<file path="config.mk">
export PLATFORM = sky130hd
export DESIGN_NAME = uart_rx_flat
export DESIGN_NICKNAME = d
export VERILOG_FILES = /design/src/rtl/uart_rx_if.sv /design/src/rtl/uart_rx.sv /design/src/flat_wrapper.sv
export SDC_FILE = /design/constraint.sdc
export NUM_CORES = 1
export LEC_CHECK = 0
export BUFFER_PORTS_ARGS = -buffer_cell sky130_fd_sc_hd__buf_2
export CORE_AREA = 2 2 53 55
export CTS_CLUSTER_SIZE = 12
export DETAILED_ROUTE_END_ITERATION = 7
export DIE_AREA = 0 0 55 57
export PLACE_DENSITY = 0.73
export SYNTH_ARGS = -nofsm -noshare
export SYNTH_HDL_FRONTEND = slang
export SYNTH_SLANG_ARGS = --single-unit
</file>
<file path="constraint.sdc">
create_clock -name clk -period 2.2 [get_ports clk]
set_input_delay 0 -clock clk [delete_from_list [all_inputs] [get_ports clk]]
set_output_delay 0 -clock clk [all_outputs]
set_load 0.1 [all_outputs]
</file>
<file path="src/rtl/uart_rx_if.sv">
// UART receive-side bundle: serial line in, recovered byte and status strobes out.
// Latency: none (wires only).
// Backpressure: none; done/frame_err are single-cycle strobes the consumer must take.
//
// Ports:
//   rxd       - serial line, idle high
//   data_out  - last correctly framed byte
//   done      - one-cycle pulse, data_out updated
//   frame_err - one-cycle pulse, stop bit sampled low
//   busy      - frame in progress
interface uart_rx_if;
    logic       rxd;
    logic [7:0] data_out;
    logic       done;
    logic       frame_err;
    logic       busy;

    // Receiver side: consumes the line, produces the byte stream.
    modport master (
        input  rxd,
        output data_out,
        output done,
        output frame_err,
        output busy
    );

    // Line driver / byte consumer side.
    modport slave (
        output rxd,
        input  data_out,
        input  done,
        input  frame_err,
        input  busy
    );
endinterface

</file>
<file path="src/rtl/uart_rx.sv">
// 8N1 UART receiver: recovers bytes from an asynchronous serial line.
// Latency: done pulses the cycle after the mid-stop-bit sample (T0+HALF_BIT+9*CLKS_PER_BIT).
// Backpressure: none; done/frame_err are single-cycle strobes, data_out holds until the next good frame.
//
// Ports:
//   clk   - system clock, rising edge
//   reset - asynchronous, active-high
//   bus   - uart_rx_if.master (rxd in; data_out, done, frame_err, busy out)
module uart_rx #(
    parameter int CLKS_PER_BIT = 16,            // even, >= 4
    parameter int HALF_BIT     = CLKS_PER_BIT / 2
) (
    input  logic      clk,
    input  logic      reset,
    uart_rx_if.master bus
);

    localparam int CNT_W = $clog2(CLKS_PER_BIT);
    localparam logic [CNT_W-1:0] BIT_LAST  = CNT_W'(CLKS_PER_BIT - 1);
    localparam logic [CNT_W-1:0] HALF_LAST = CNT_W'(HALF_BIT - 1);

    typedef enum logic [1:0] {
        IDLE,
        START,
        DATA,
        STOP
    } state_t;

    logic [1:0]       sync;
    logic             rxd_s;

    state_t           state,     state_nxt;
    logic [CNT_W-1:0] cnt,       cnt_nxt;
    logic [2:0]       bit_idx,   bit_idx_nxt;
    logic [7:0]       shreg,     shreg_nxt;
    logic [7:0]       data_q,    data_nxt;
    logic             done_q,    done_nxt;
    logic             ferr_q,    ferr_nxt;
    logic             busy_q,    busy_nxt;

    // Two-flop synchroniser; resets to the idle (high) line level so a
    // line held low through reset is seen as a fresh start bit.
    always_ff @(posedge clk or posedge reset) begin
        if (reset) begin
            sync <= 2'b11;
        end else begin
            sync <= {sync[0], bus.rxd};
        end
    end

    assign rxd_s = sync[1];

    always_ff @(posedge clk or posedge reset) begin
        if (reset) begin
            state   <= IDLE;
            cnt     <= '0;
            bit_idx <= '0;
            shreg   <= '0;
            data_q  <= '0;
            done_q  <= 1'b0;
            ferr_q  <= 1'b0;
            busy_q  <= 1'b0;
        end else begin
            state   <= state_nxt;
            cnt     <= cnt_nxt;
            bit_idx <= bit_idx_nxt;
            shreg   <= shreg_nxt;
            data_q  <= data_nxt;
            done_q  <= done_nxt;
            ferr_q  <= ferr_nxt;
            busy_q  <= busy_nxt;
        end
    end

    always_comb begin
        state_nxt   = state;
        cnt_nxt     = cnt + CNT_W'(1);
        bit_idx_nxt = bit_idx;
        shreg_nxt   = shreg;
        data_nxt    = data_q;
        done_nxt    = 1'b0;
        ferr_nxt    = 1'b0;
        busy_nxt    = busy_q;

        unique case (state)
            IDLE: begin
                cnt_nxt  = '0;
                busy_nxt = 1'b0;
                if (!rxd_s) begin
                    state_nxt = START;
                    busy_nxt  = 1'b1;
                end
            end

            // Confirm the start bit at its midpoint; a high here was a glitch.
            START: begin
                if (cnt == HALF_LAST) begin
                    cnt_nxt = '0;
                    if (!rxd_s) begin
                        state_nxt   = DATA;
                        bit_idx_nxt = '0;
                    end else begin
                        state_nxt = IDLE;
                        busy_nxt  = 1'b0;
                    end
                end
            end

            // Counter is now phase-aligned to mid-bit; sample once per bit time.
            DATA: begin
                if (cnt == BIT_LAST) begin
                    cnt_nxt            = '0;
                    shreg_nxt[bit_idx] = rxd_s;
                    if (bit_idx == 3'd7) begin
                        state_nxt = STOP;
                    end else begin
                        bit_idx_nxt = bit_idx + 3'd1;
                    end
                end
            end

            // Leave at mid-stop-bit so a start edge right after the stop bit is caught.
            STOP: begin
                if (cnt == BIT_LAST) begin
                    cnt_nxt   = '0;
                    state_nxt = IDLE;
                    busy_nxt  = 1'b0;
                    if (rxd_s) begin
                        data_nxt = shreg;
                        done_nxt = 1'b1;
                    end else begin
                        ferr_nxt = 1'b1;
                    end
                end
            end

            default: begin
                state_nxt = IDLE;
                cnt_nxt   = '0;
                busy_nxt  = 1'b0;
            end
        endcase
    end

    assign bus.data_out  = data_q;
    assign bus.done      = done_q;
    assign bus.frame_err = ferr_q;
    assign bus.busy      = busy_q;

endmodule

</file>
<file path="src/flat_wrapper.sv">
// flat-port wrapper written by rule: the top's interface ports become plain ports
module uart_rx_flat 
#(
    parameter int CLKS_PER_BIT = 16,                         
    parameter int HALF_BIT     = CLKS_PER_BIT / 2
)
  (clk, reset, bus_rxd, bus_data_out, bus_done, bus_frame_err, bus_busy);
  uart_rx_if bus_i ();
  input  logic clk;
  input  logic reset;
  input wire logic [$bits(bus_i.rxd)-1:0] bus_rxd;
  output wire logic [$bits(bus_i.data_out)-1:0] bus_data_out;
  output wire logic [$bits(bus_i.done)-1:0] bus_done;
  output wire logic [$bits(bus_i.frame_err)-1:0] bus_frame_err;
  output wire logic [$bits(bus_i.busy)-1:0] bus_busy;
  assign bus_i.rxd = bus_rxd;
  assign bus_data_out = bus_i.data_out;
  assign bus_done = bus_i.done;
  assign bus_frame_err = bus_i.frame_err;
  assign bus_busy = bus_i.busy;
  uart_rx #(.CLKS_PER_BIT(CLKS_PER_BIT), .HALF_BIT(HALF_BIT)) u_core (.clk(clk), .reset(reset), .bus(bus_i));
endmodule
</file>
; ---- Word level (Yosys, flattened, before mapping)
; Index checks and enable logic that the tools add are counted.
[op_classes]
addsub = 2
magnitude_cmp = 2
muxes = 28
reduce_logical = 10
eq_ne = 14
[op_table]
columns = operator, n
row1 = two-way mux 2 bit, 6
row2 = two-way mux 3 bit, 4
row3 = one-hot mux 4 bit (3 select lines), 1
row4 = two-way mux 1 bit, 10
row5 = "inequality test 2 x 1 -> 1 bit, second input constant", 5
row6 = AND reduction 5 bit, 2
row7 = bitwise mux 8 bit, 1
row8 = two-way mux 4 bit, 2
row9 = one-hot mux 2 bit (4 select lines), 1
row10 = "inequality test 2 bit, second input constant", 3
row11 = one-hot mux 3 bit (2 select lines), 1
row12 = "adder 4 x 1 -> 4 bit, second input constant", 1
row13 = "equality test 2 bit, second input constant", 2
row14 = "equality test 4 x 3 -> 1 bit, second input constant", 1
row15 = "equality test 4 bit, second input constant", 1
row16 = "less-than comparator 3 x 4 -> 1 bit, second input constant", 1
row17 = AND reduction 4 bit, 1
row18 = "adder 3 x 1 -> 3 bit, second input constant", 1
row19 = demux 1 bit (select 3 bit), 1
row20 = "equality test 3 bit, second input constant", 1
row21 = ">= comparator 3 x 1 -> 1 bit, second input constant", 1
row22 = one-hot mux 1 bit (3 select lines), 1
row23 = AND reduction 3 bit, 1
row24 = nonzero test 3 bit, 1
row25 = 6 further kinds, 6
[totals]
reg_bits = 30
elab_cells = 65
out_inout_bits = 11
inputBits = 3

; ---- Logic depth before layout (Yosys ltp)
; Gate-level depths: netlist of the first run.
[logic_depth]
ltp_word = 5
depth_mapped = 6
mapped_depth_nobuf = 5

; ---- Least setup slack after synthesis of the first run
; OpenSTA, ideal clock, no wires.
[synth_timing]
path_kind = reg-to-reg
from = reg u_core.bit_idx[0]
to = reg u_core.bit_idx[0]
stages_incl_launch_ff = 6
t_arrival_ps = 1416
setup_time_ps = 125
n_path_buf = 0
slack_ps = 660
period_less_slack_ps = 1540
t_required_ps = 2075
cell_sequence = dfrtp_1 ha_1 ha_1 nor3_2 nor2_1 mux2_2
[synth_via]
elab_chain_len = 4
word_cells_on_any_way = 7
cone_classes = add/sub (1) / eq/ne (2) / mux (3) / reduce/logical (1)
[synth_lines]
columns = element, line_no
row1 = start: declaration, uart_rx.sv:34  ; logic [2:0] bit_idx, bit_idx_nxt;
row2 = start signal: assignment, uart_rx.sv:66  ; bit_idx <= bit_idx_nxt;
row3 = adder 3 x 1 -> 3 bit, uart_rx.sv:117  ; bit_idx_nxt = bit_idx + 3'd1;
row4 = two-way mux 3 bit, uart_rx.sv:114  ; if (bit_idx == 3'd7) begin
row5 = two-way mux 3 bit, uart_rx.sv:111  ; if (cnt == BIT_LAST) begin
row6 = one-hot mux 3 bit (2 select lines), uart_rx.sv:85  ; unique case (state)
; Several ways; a longest one is shown, not always the timed one. The select of a mux whose other input is x is not followed.
; A chain may end at the register's enable or synchronous reset.

; ---- Final worst setup path of the first run
; Same ends and word-level chain as after synthesis.

==> results.py, run 1 <==
metrics = {
    "yosys": {
        "ys_ff_latch": 30,
        "ys_top_cells_by_area": "dfrtp_1, mux2_2, mux2_1, dfstp_2, ha_1",
        "synthCells": 109,
        "synth-main-ff-cell": "dfrtp_1",
        "synthArstFlopShare_pct": 100.0,
        "yosys_warnings": 0,
        "synth_area_per_cell_um2": 12.36,
        "synth-edff-count": 0,
        "syn-num-nets": 115,
        "syn_area_um2": 1348,
        "yosysTopAreaCellShare_pct": 52.00,
        "synth_top_cell_by_area": "dfrtp_1",
        "synth.yosys.seq_area_share_pct": 55.90,
        "synth.distinct_cells": 33,
    },
    "timing": {
        "rsz0062_at_grt": "false",
        "finClkSkew_ns": 0.008669,
        "layout_setup_ws_ns": 0.4913,
        "fin_hold_ws_ns": 0.2728,
        "setup_tns_ns": 0,
        "post-route-period-util_pct": 77.67,
        "fmax_mhz": 585.2,
        "hold_viol_final": 0,
        "finalSetupViolations": 0,
        "slew_violations": 0,
        "worstMarginPinSlew_ns": 0.4870,
        "period_needed_ns": 1.709,
        "slew_headroom_pct": 67.75,
    },
    "worst_hold_path": {
        "hold_path_class": "primary input to async pin",
    },
    "drt": {
        "wl_per_cell_um": 13.08,
        "drt_first_pass_iters": 4,
        "vias_per_cell": 5.500,
        "vias": 869,
        "drt_wl_total_um": 2067,
        "drt_iter0_markers": 17,
        "ant_nets": 0,
        "drc": 0,
    },
    "clock_network": {
        "htreeDepth": 2,
        "ctsResizeCount": 0,
        "clkTransAtPathRegs_ns": 0.09,
        "numCtsBuffers": 5,
        "cts_tree": "done",
        "clockRootBuffer": "clkbuf_4",
        "clk_latency_ns": 0.33,
        "clockBufferDepth": 2,
        "clock_sinks": 30,
        "cts_setup_buffers": 0,
    },
    "layout": {
        "finalNetCount": 133,
        "insertedDiodeCount": 0,
        "drive_gt1_share_pct": 32.28,
        "area_growth_pct": 11.61,
        "postLayoutCellArea_um2": 1504,
    },
    "run_status": {
        "outcome": "completed",
    },
    "power": {
        "clockPowerShare_pct": 20.3,
        "combPwrFrac_pct": 26.8,
        "finalPower_mw": 1.439,
        "p_per_area_nw_per_um2": 957.1,
        "p_leak_nw": 0.7397,
        "swShare_pct": 37.72,
        "ir_drop_mv": 0.7314,
        "sequentialPowerShare_pct": 52.8,
        "power.switching_mw": 0.5430,
        "internal_power_mw": 0.8965,
    },
    "place": {
        "place_congestion": 0.7426,
        "place_ws_ns": 0.5291,
        "placed_area_um2": 1436,
        "portBuffers": 13,
        "dp_hpwl_um": 1418,
    },
    "die": {
        "die-area_um2": 3135,
        "rows": 19,
        "core-area_um2": 2615,
        "initial_core_util_pct": 51.53,
        "die_h_um": 57,
        "pin_count": 14,
        "die_w_um": 55,
    },
    "global_route": {
        "grt_pass1_vias": 764,
        "met3_usage_pct": 8.639,
        "grt_util_met1_pct": 22.22,
        "top_usage_layer": "met2",
        "met2_usage_pct": 22.28,
        "grt_antenna_before_repair": 0,
        "gr-total-overflow": 0,
        "grt_max_degree": 31,
        "grt_first_pass_wirelength_um": 3560,
        "grt_usage_pct": 16.56,
    },
    "setup_path": {
        "worstSetupStartpointType": "flop",
        "crit_fanout": 8,
        "critPathRequiredTime_ns": 2.41,
        "worst-setup-path-type": "flop to flop",
        "crit_path_end_kind": "flop",
        "crit_arrival_ns": 1.92,
    },
    "flow_run": {
        "maxCapViolations": 0,
    },
}
==> cell usage in the layout (no fill, tap or decap), types with 2 or more instances in the layout <==
master,netlist,final
nor2_1,8,8
nor3_1,3,3
mux2_1,6,6
nand2b_1,3,3
dfstp_2,2,2
buf_2,3,13
mux2_2,11,11
nor3b_2,2,2
nand3_1,6,6
a22o_1,3,3
a21oi_1,2,2
nand2_1,6,6
dfrtp_1,28,28
ha_1,3,3
o21ai_0,3,3
dlygate4sd3_1,0,2
inv_1,2,2
clkbuf_4,0,5
clkinv_2,0,2
==> registers in the layout (all words and copies together), names as in the netlist, named ones only <==
name	count
u_core.bit_idx	3
u_core.bus.busy	1
u_core.bus.data_out	8
u_core.bus.done	1
u_core.bus.frame_err	1
u_core.cnt	4
u_core.shreg	8
u_core.state	1
u_core.sync	2
==> what timing repair did <==
action / in CTS / in global routing
endpoints found under the setup margin: 0 / 0
endpoints found under the hold margin: 29 / 0
hold buffers: 2 / 0
==> power groups by stage <==
| stage | registers, mW | logic [mW] | clock network, mW |
|---|---|---|---|
| after floorplan | 0.786 | 0.302 | 0 |
| after global placement | 0.763 | 0.375 | 0 |
| after detailed placement | 0.768 | 0.386 | 0 |
| after CTS | 0.759 | 0.391 | 0.309 |
| after global routing | 0.780 | 0.429 | 0.334 |
| final | 0.760 | 0.386 | 0.293 |
==> routing by layer <==
layer | part of all wire (%) | wire [um] | up-vias
met3 | 5.9 | 121 | 6
met2 | 44 | 905 | 22
met4 | 2.2 | 46 | 0
li1 | - | - | 425
met5 | 0 | 0 | -
met1 | 48 | 994 | 416
==> layout make-up <==
cell class	instances	area (um2)
fillers	215	1111
flip-flops and latches	30	753.2
multi-input cells	72	564.3
repair buffers	16	92.59
well taps	31	38.79
clock buffers	5	37.54
clock inverters	2	10.01
inverters	2	7.507
==> cell usage after synthesis (all sizes together), types with 2 or more instances <==
| library cell | n |
|---|---|
| mux2 | 17 |
| nand2 | 7 |
| dfstp | 2 |
| dfrtp | 28 |
| a22o | 3 |
| nand2b | 3 |
| nor3 | 4 |
| ha | 3 |
| nor2 | 9 |
| a21oi | 2 |
| nor3b | 2 |
| nand3 | 7 |
| buf | 3 |
| inv | 2 |
| clkbuf | 2 |
| o21ai | 3 |
==> kinds of logic after synthesis <==
kind of cell | synth area share, %
fa+ha+maj | 2.786
flops | 55.90
simple gates | 16.90
buf+inv | 2.229
xor+xnor | 0.6501
compound gates | 7.336
mux | 14.21
==> through the flow <==
| step | utilization (%) | cells |
|---|---|---|
| after floorplan | - | 109 |
| after global placement | 54.93 | 149 |
| after detailed placement | 54.93 | 149 |
| after CTS | 57.51 | 158 |
| after global routing | 57.51 | 158 |
| final | 57.51 | 158 |
==> critical path: stages (launching register included) <==
cell	delay, ns
dfrtp_1	0.48
ha_1	0.24
ha_1	0.21
nor3_2	0.28
nor2_1	0.11
mux2_2	0.28
==> final timing paths <==
kind                              startpoint                endpoint  slack, ns  depth (start not counted)
setup reg to reg           u_core.bit_idx[0]       u_core.bit_idx[0]       0.49                          5
hold / removal                         reset  u_core.bus.data_out[1]       0.27                          4
max in group asynchronous              reset          u_core.sync[0]       1.61                          4
setup / recovery           u_core.bit_idx[0]       u_core.bit_idx[0]       0.49                          5
min in group clk                     bus_rxd          u_core.sync[0]       0.32                          2
hold reg to reg               u_core.sync[0]          u_core.sync[1]       0.36                          0
(Power assumes the default switching activity.)
==> run 2, diff against run 1 <==
--- a/config.mk
+++ b/config.mk
@@ -5,6 +5,7 @@
 export SDC_FILE = /design/constraint.sdc
 export NUM_CORES = 1
 export LEC_CHECK = 0
+export ABC_AREA = 1
 export BUFFER_PORTS_ARGS = -buffer_cell sky130_fd_sc_hd__buf_2
 export CORE_AREA = 2 2 53 55
 export CTS_CLUSTER_SIZE = 12
==> constraint.sdc (replaced) <==
create_clock -name clk -period 1.59 [get_ports clk]
set_input_delay 0 -clock clk [delete_from_list [all_inputs] [get_ports clk]]
set_output_delay 0 -clock clk [all_outputs]
set_load 0.1 [all_outputs]
==> results.py, run 2 <==
metrics = {
    "run_status": {
        "outcome": "completed",
    },
    "yosys": {
        "synth.distinct_cells": 21,
        "yosys_warnings": 0,
        "syn_area_um2": 1356,
        "synthArstFlopShare_pct": 100.0,
        "synth-edff-count": 0,
        "syn-num-nets": 160,
        "ys_ff_latch": 30,
        "synth_most_common_cell": "nand2_1",
        "synth_top_cell_by_area": "dfrtp_1",
        "synth_area_per_cell_um2": 8.807,
        "synthCells": 154,
        "synth.yosys.seq_area_share_pct": 55.54,
        "yosysTopAreaCellShare_pct": 51.66,
        "synth-main-ff-cell": "dfrtp_1",
        "yosys-top-cells-count": "nand2_1, dfrtp_1, inv_1",
        "ys_top_cells_by_area": "dfrtp_1, nand2_1, nand3_1, inv_1, o21ai_1",
    },
    "worst_hold_path": {
        "hold_path_class": "primary input to async pin",
    },
    "drt": {
        "ant_nets": 0,
        "met1_length_um": 1012,
        "route.met2.wl_um": 1189,
        "met3RoutedLength_um": 103,
        "vias": 1047,
        "vias_per_cell": 5.010,
        "drt_first_pass_iters": 4,
        "top_layer_used": "met4",
        "drt_iter0_markers": 27,
        "drc": 0,
        "wl_per_cell_um": 11.38,
        "drt_wl_total_um": 2378,
    },
    "global_route": {
        "grt_pass1_vias": 911,
        "grt_usage_pct": 18.05,
        "grt_antenna_before_repair": 0,
        "grt_max_degree": 31,
        "gr-total-overflow": 0,
        "grt_first_pass_wirelength_um": 3891,
    },
    "power": {
        "p_leak_nw": 0.8606,
        "swShare_pct": 38.31,
        "internal_power_mw": 1.372,
        "sequentialPowerShare_pct": 44.3,
        "power.switching_mw": 0.8522,
        "p_per_area_nw_per_um2": 1419,
        "combPwrFrac_pct": 29.3,
        "ir_drop_mv": 1.150,
        "clockPowerShare_pct": 26.4,
    },
    "clock_network": {
        "clockRootBuffer": "clkbuf_4",
        "clk_latency_ns": 0.33,
        "numCtsBuffers": 5,
        "htreeDepth": 2,
        "clkTransAtPathRegs_ns": 0.09,
        "clock_sinks": 30,
        "cts_setup_buffers": 0,
        "clockBufferDepth": 2,
        "cts_tree": "done",
    },
    "timing": {
        "post-route-period-util_pct": 94.61,
        "fmax_mhz": 664.8,
        "finalSetupViolations": 0,
        "worstMarginPinSlew_ns": 0.5012,
        "slew_violations": 0,
        "setup_tns_ns": 0,
        "rsz0062_at_grt": "false",
        "hold_viol_final": 0,
        "finClkSkew_ns": 0.002833,
        "slew_headroom_pct": 66.82,
        "fin_hold_ws_ns": 0.2643,
        "period_needed_ns": 1.504,
    },
    "place": {
        "placedCellCount": 199,
        "place_congestion": 0.8038,
        "portBuffers": 13,
        "dp_hpwl_um": 1648,
        "placed_area_um2": 1468,
    },
    "setup_path": {
        "crit_path_end_kind": "flop",
        "crit_fanout": 7,
        "r2r_cells": 9,
        "path_buf_inv": 1,
        "r2r_start": "u_core.bit_idx[0]",
        "slowest_delay_ns": 0.44,
        "crit_chain": "ha_1 -> ha_1 -> inv_1 -> nand3_1 -> nand2_1 -> nor2_2 -> nand3_1 -> nand2_1 -> nand2_1",
        "crit_slowest_cell": "dfrtp_2",
        "worstSetupStartpointType": "flop",
        "reg2reg_slack_ns": 0.09,
        "crit_arrival_ns": 1.73,
        "critical_path.top_delay_family": "simple AND/OR/NAND/NOR gates",
        "critPathRequiredTime_ns": 1.82,
        "critical_path.most_common_cell": "nand2_1",
        "worst-setup-path-type": "flop to flop",
    },
    "die": {
        "die_w_um": 55,
        "rows": 19,
        "initial_core_util_pct": 51.87,
        "pin_count": 14,
        "die_h_um": 57,
        "core-area_um2": 2615,
        "die-area_um2": 3135,
    },
    "layout": {
        "area_growth_pct": 15.59,
        "drive_gt1_share_pct": 22.47,
        "final_cells": 209,
        "finalNetCount": 183,
        "insertedDiodeCount": 0,
        "postLayoutCellArea_um2": 1568,
        "layout_common_cells": "nand2_1, dfrtp_1, inv_1",
        "final_common_cell": "nand2_1",
    },
    "flow_run": {
        "maxCapViolations": 0,
    },
}
[run 2: changes by cell type after synthesis, moves of 5 or more]
cell and delta:
nand2_1 +49, inv_2 +5, mux2_2 -11, o21ai_1 +11, mux2_1 -6, nand3_1 +6
inv_1 +13
[run 2: metrics by stage]
step	setup slack (ns)	power, mW	utilization (%)
final	0.08575	2.224	59.95
after global routing	0.005336	2.361	59.95
after CTS	0.05647	2.239	59.86
after detailed placement	0.1176	1.620	56.12
after global placement	0.1971	1.576	56.12
after floorplan	0.2679	1.485	-
[run 2: area by class of cell]
| type | count | area, um2 |
|---|---|---|
| Tap cell | 31 | 38.79 |
| Inverter | 21 | 80.08 |
| Clock buffer | 5 | 37.54 |
| Sequential cell | 30 | 755.7 |
| Clock inverter | 3 | 40.04 |
| Multi-Input combinational cell | 103 | 523.0 |
| Fill cell | 221 | 1047 |
| Timing Repair Buffer | 16 | 92.59 |
[run 2: power groups by stage]
stage | clock [mW] | combinational [mW] | sequential (mW)
after global routing | 0.638 | 0.725 | 0.998
after detailed placement | 0 | 0.629 | 0.991
final | 0.587 | 0.652 | 0.985
after floorplan | 0 | 0.436 | 1.05
after CTS | 0.606 | 0.654 | 0.979
after global placement | 0 | 0.599 | 0.977
[run 2: logic make-up after synthesis]
group                    Yosys count  synth area share [%]
flip-flops                        30                 55.53
AND/OR/NAND/NOR                   84                 29.06
XOR/XNOR                           2                 1.292
buffers and inverters             21                 5.904
AO/OA/AOI/OAI                     14                 5.443
adder cells (fa/ha/maj)            3                 2.768
[run 2: how the worst max path moves through the flow]
stage,from,to,slack (ns),cells after the start
6_report,u_core.bit_idx[0],flop,0.09,9
5_1_grt,u_core.bit_idx[0],flop,0.005,9
4_1_cts,u_core.bit_idx[0],flop,0.06,9
3_5_place_dp,u_core.bit_idx[0],flop,0.12,9
3_3_place_gp,u_core.bit_idx[0],flop,0.20,9
2_1_floorplan,u_core.bit_idx[0],flop,0.27,9
[run 2: worst min-delay path: cells and delay by family]
kind                   cells  cell delay [ns]
buffers and inverters      4             1.02
[run 2: layer usage]
layer,global-route usage (%),up-vias
li1,-,532
met1,21.97,477
met2,27.21,31
met3,4.712,7
met4,12.54,0
met5,0,-
[run 2: what timing repair did]
item,in CTS,in global routing
gates resized for setup,0,2
hold buffers,2,0
setup endpoints to repair,0,2
hold endpoints to repair,29,0
==> run 3, diff against run 2 <==
--- a/config.mk
+++ b/config.mk
@@ -7,10 +7,10 @@
 export LEC_CHECK = 0
 export ABC_AREA = 1
 export BUFFER_PORTS_ARGS = -buffer_cell sky130_fd_sc_hd__buf_2
-export CORE_AREA = 2 2 53 55
+export CORE_AREA = 5 5 56 58
 export CTS_CLUSTER_SIZE = 12
 export DETAILED_ROUTE_END_ITERATION = 7
-export DIE_AREA = 0 0 55 57
+export DIE_AREA = 0 0 61 63
 export PLACE_DENSITY = 0.73
 export SYNTH_ARGS = -nofsm -noshare
 export SYNTH_HDL_FRONTEND = slang
==> results.py, run 3 (synthesis results as in run 2) <==
metrics = {
    "layout": {
        "insertedDiodeCount": 0,
        "layout_common_cells": "nand2_1, dfrtp_1, inv_1",
        "multi_input_area_um2": 525.5,
        "area_growth_pct": 16.88,
        "final-seq-area_um2": 754.5,
        "final_core_util_pct": 60.62,
        "fillCellCount": 222,
        "final_common_cell": "nand2_1",
        "postLayoutCellArea_um2": 1585,
        "finalNetCount": 187,
        "drive_gt1_share_pct": 24.18,
    },
    "setup_path": {
        "worst-setup-path-type": "flop to flop",
        "critPathRequiredTime_ns": 1.81,
        "r2r_start": "u_core.bit_idx[0]",
        "crit_arrival_ns": 1.66,
        "reg2reg_slack_ns": 0.15,
        "crit_fanout": 6,
        "crit_path_end_kind": "flop",
        "worstSetupStartpointType": "flop",
        "rr_endpoint": "u_core.bit_idx[0]",
        "r2r_cells": 8,
    },
    "global_route": {
        "grt_first_pass_wirelength_um": 4098,
        "grt_antenna_before_repair": 0,
        "grt_max_degree": 31,
        "grt_pass1_vias": 970,
        "grt_usage_pct": 14.70,
        "gr-total-overflow": 0,
    },
    "die": {
        "rows": 19,
        "die-area_um2": 3843,
        "initial_core_util_pct": 51.87,
        "pin_count": 14,
        "core-area_um2": 2615,
        "die_h_um": 63,
        "die_w_um": 61,
    },
    "clock_network": {
        "clock_sinks": 30,
        "htreeDepth": 2,
        "clkTransAtPathRegs_ns": 0.09,
        "cts_tree": "done",
        "clockRootBuffer": "clkbuf_4",
        "numCtsBuffers": 5,
        "clk_latency_ns": 0.33,
        "clockBufferDepth": 2,
    },
    "power": {
        "p_leak_nw": 0.8711,
        "p_per_area_nw_per_um2": 1344,
        "ir_drop_mv": 1.011,
    },
    "place": {
        "portBuffers": 13,
        "place_congestion": 0.7716,
        "placed_area_um2": 1468,
        "dp_hpwl_um": 1677,
    },
    "timing": {
        "worstMarginPinSlew_ns": 0.4890,
        "finClkSkew_ns": 0.007474,
        "setup_tns_ns": 0,
        "slew_headroom_pct": 67.62,
        "finalSetupViolations": 0,
        "hold_viol_final": 0,
        "rsz0062_at_grt": "false",
        "period_needed_ns": 1.445,
        "fmax_mhz": 692.0,
        "fin_hold_ws_ns": 0.2728,
        "post-route-period-util_pct": 90.88,
        "slew_violations": 0,
    },
    "drt": {
        "drc": 0,
        "drt_first_pass_iters": 6,
        "vias_per_cell": 4.920,
        "drt_wl_total_um": 2380,
        "drt_iter0_markers": 66,
        "wl_per_cell_um": 11.17,
        "ant_nets": 0,
        "vias": 1048,
    },
    "run_status": {
        "outcome": "completed",
    },
    "flow_run": {
        "maxCapViolations": 0,
    },
    "worst_hold_path": {
        "hold_path_class": "primary input to async pin",
    },
}
run 3: changes by cell type in the layout (fill, tap and decap cells not counted):
| cell | previous run | this run |
|---|---|---|
| clkbuf_8 | 0 | 1 |
| bufinv_16 | 1 | 0 |
| clkinv_2 | 3 | 2 |
| ha_2 | 0 | 1 |
| clkinvlp_4 | 0 | 1 |
| dfrtp_2 | 2 | 1 |
| dfrtp_1 | 26 | 27 |
| ha_1 | 3 | 2 |
| buf_4 | 1 | 5 |
run 3: worst max path at each step:
| stage | startpoint | to | slack [ns] | cells after the start |
|---|---|---|---|---|
| floorplan | u_core.bit_idx[0] | flop | 0.27 | 9 |
| global placement | u_core.bit_idx[0] | flop | 0.20 | 9 |
| detailed placement | u_core.bit_idx[0] | flop | 0.11 | 9 |
| CTS | u_core.bit_idx[0] | flop | 0.08 | 9 |
| global route | u_core.bit_idx[0] | flop | 0.02 | 9 |
| finish | u_core.bit_idx[0] | u_core.bit_idx[0] | 0.15 | 8 |
run 3: through the flow:
stage                     total power [mW]  setup slack (ns)  cells
after floorplan                      1.485            0.2679    154
after global placement               1.577            0.1965    199
after detailed placement             1.613            0.1064    199
after CTS                            2.092           0.08288    209
after global routing                 2.294           0.02310    213
final                                2.130            0.1450    213
run 3: layout make-up:
cell class | instances | area share (%)
multi-input cells | 103 | 33.15
flip-flops and latches | 30 | 47.59
clock buffers | 6 | 3.236
well taps | 31 | 2.447
clock inverters | 2 | 0.7893
repair buffers | 20 | 7.735
inverters | 21 | 5.051
run 3: critical path, cell delays in order (launching register included):
cell and delay (ns):
dfrtp_2 0.45, ha_1 0.22, ha_1 0.17, inv_1 0.05
nand3_1 0.11, o21ai_2 0.09, nand2_2 0.10, nand2_1 0.07
o21ai_1 0.06
run 3: power by group:
group	switching, mW	total [mW]	leakage, nW	internal [mW]
clock	0.256	0.468	0.0343	0.212
combinational	0.468	0.696	0.435	0.228
sequential	0.108	0.966	0.402	0.858
total	0.831	2.13	0.871	1.30
run 3: timing repair:
action | in CTS | in global routing
hold endpoints to repair | 29 | 0
gates resized for setup | 0 | 2
endpoints found under the setup margin | 0 | 2
hold buffers | 2 | 0
setup buffers | 0 | 4
run 3: routing by layer:
layer  up-vias  share of wire [%]  global-route usage (%)
met5         -                  0                       0
met4         0                2.9                   7.317
met3         7                7.8                   6.405
met2        33                 46                   21.79
met1       473                 43                   17.83
li1        535                  -                       -
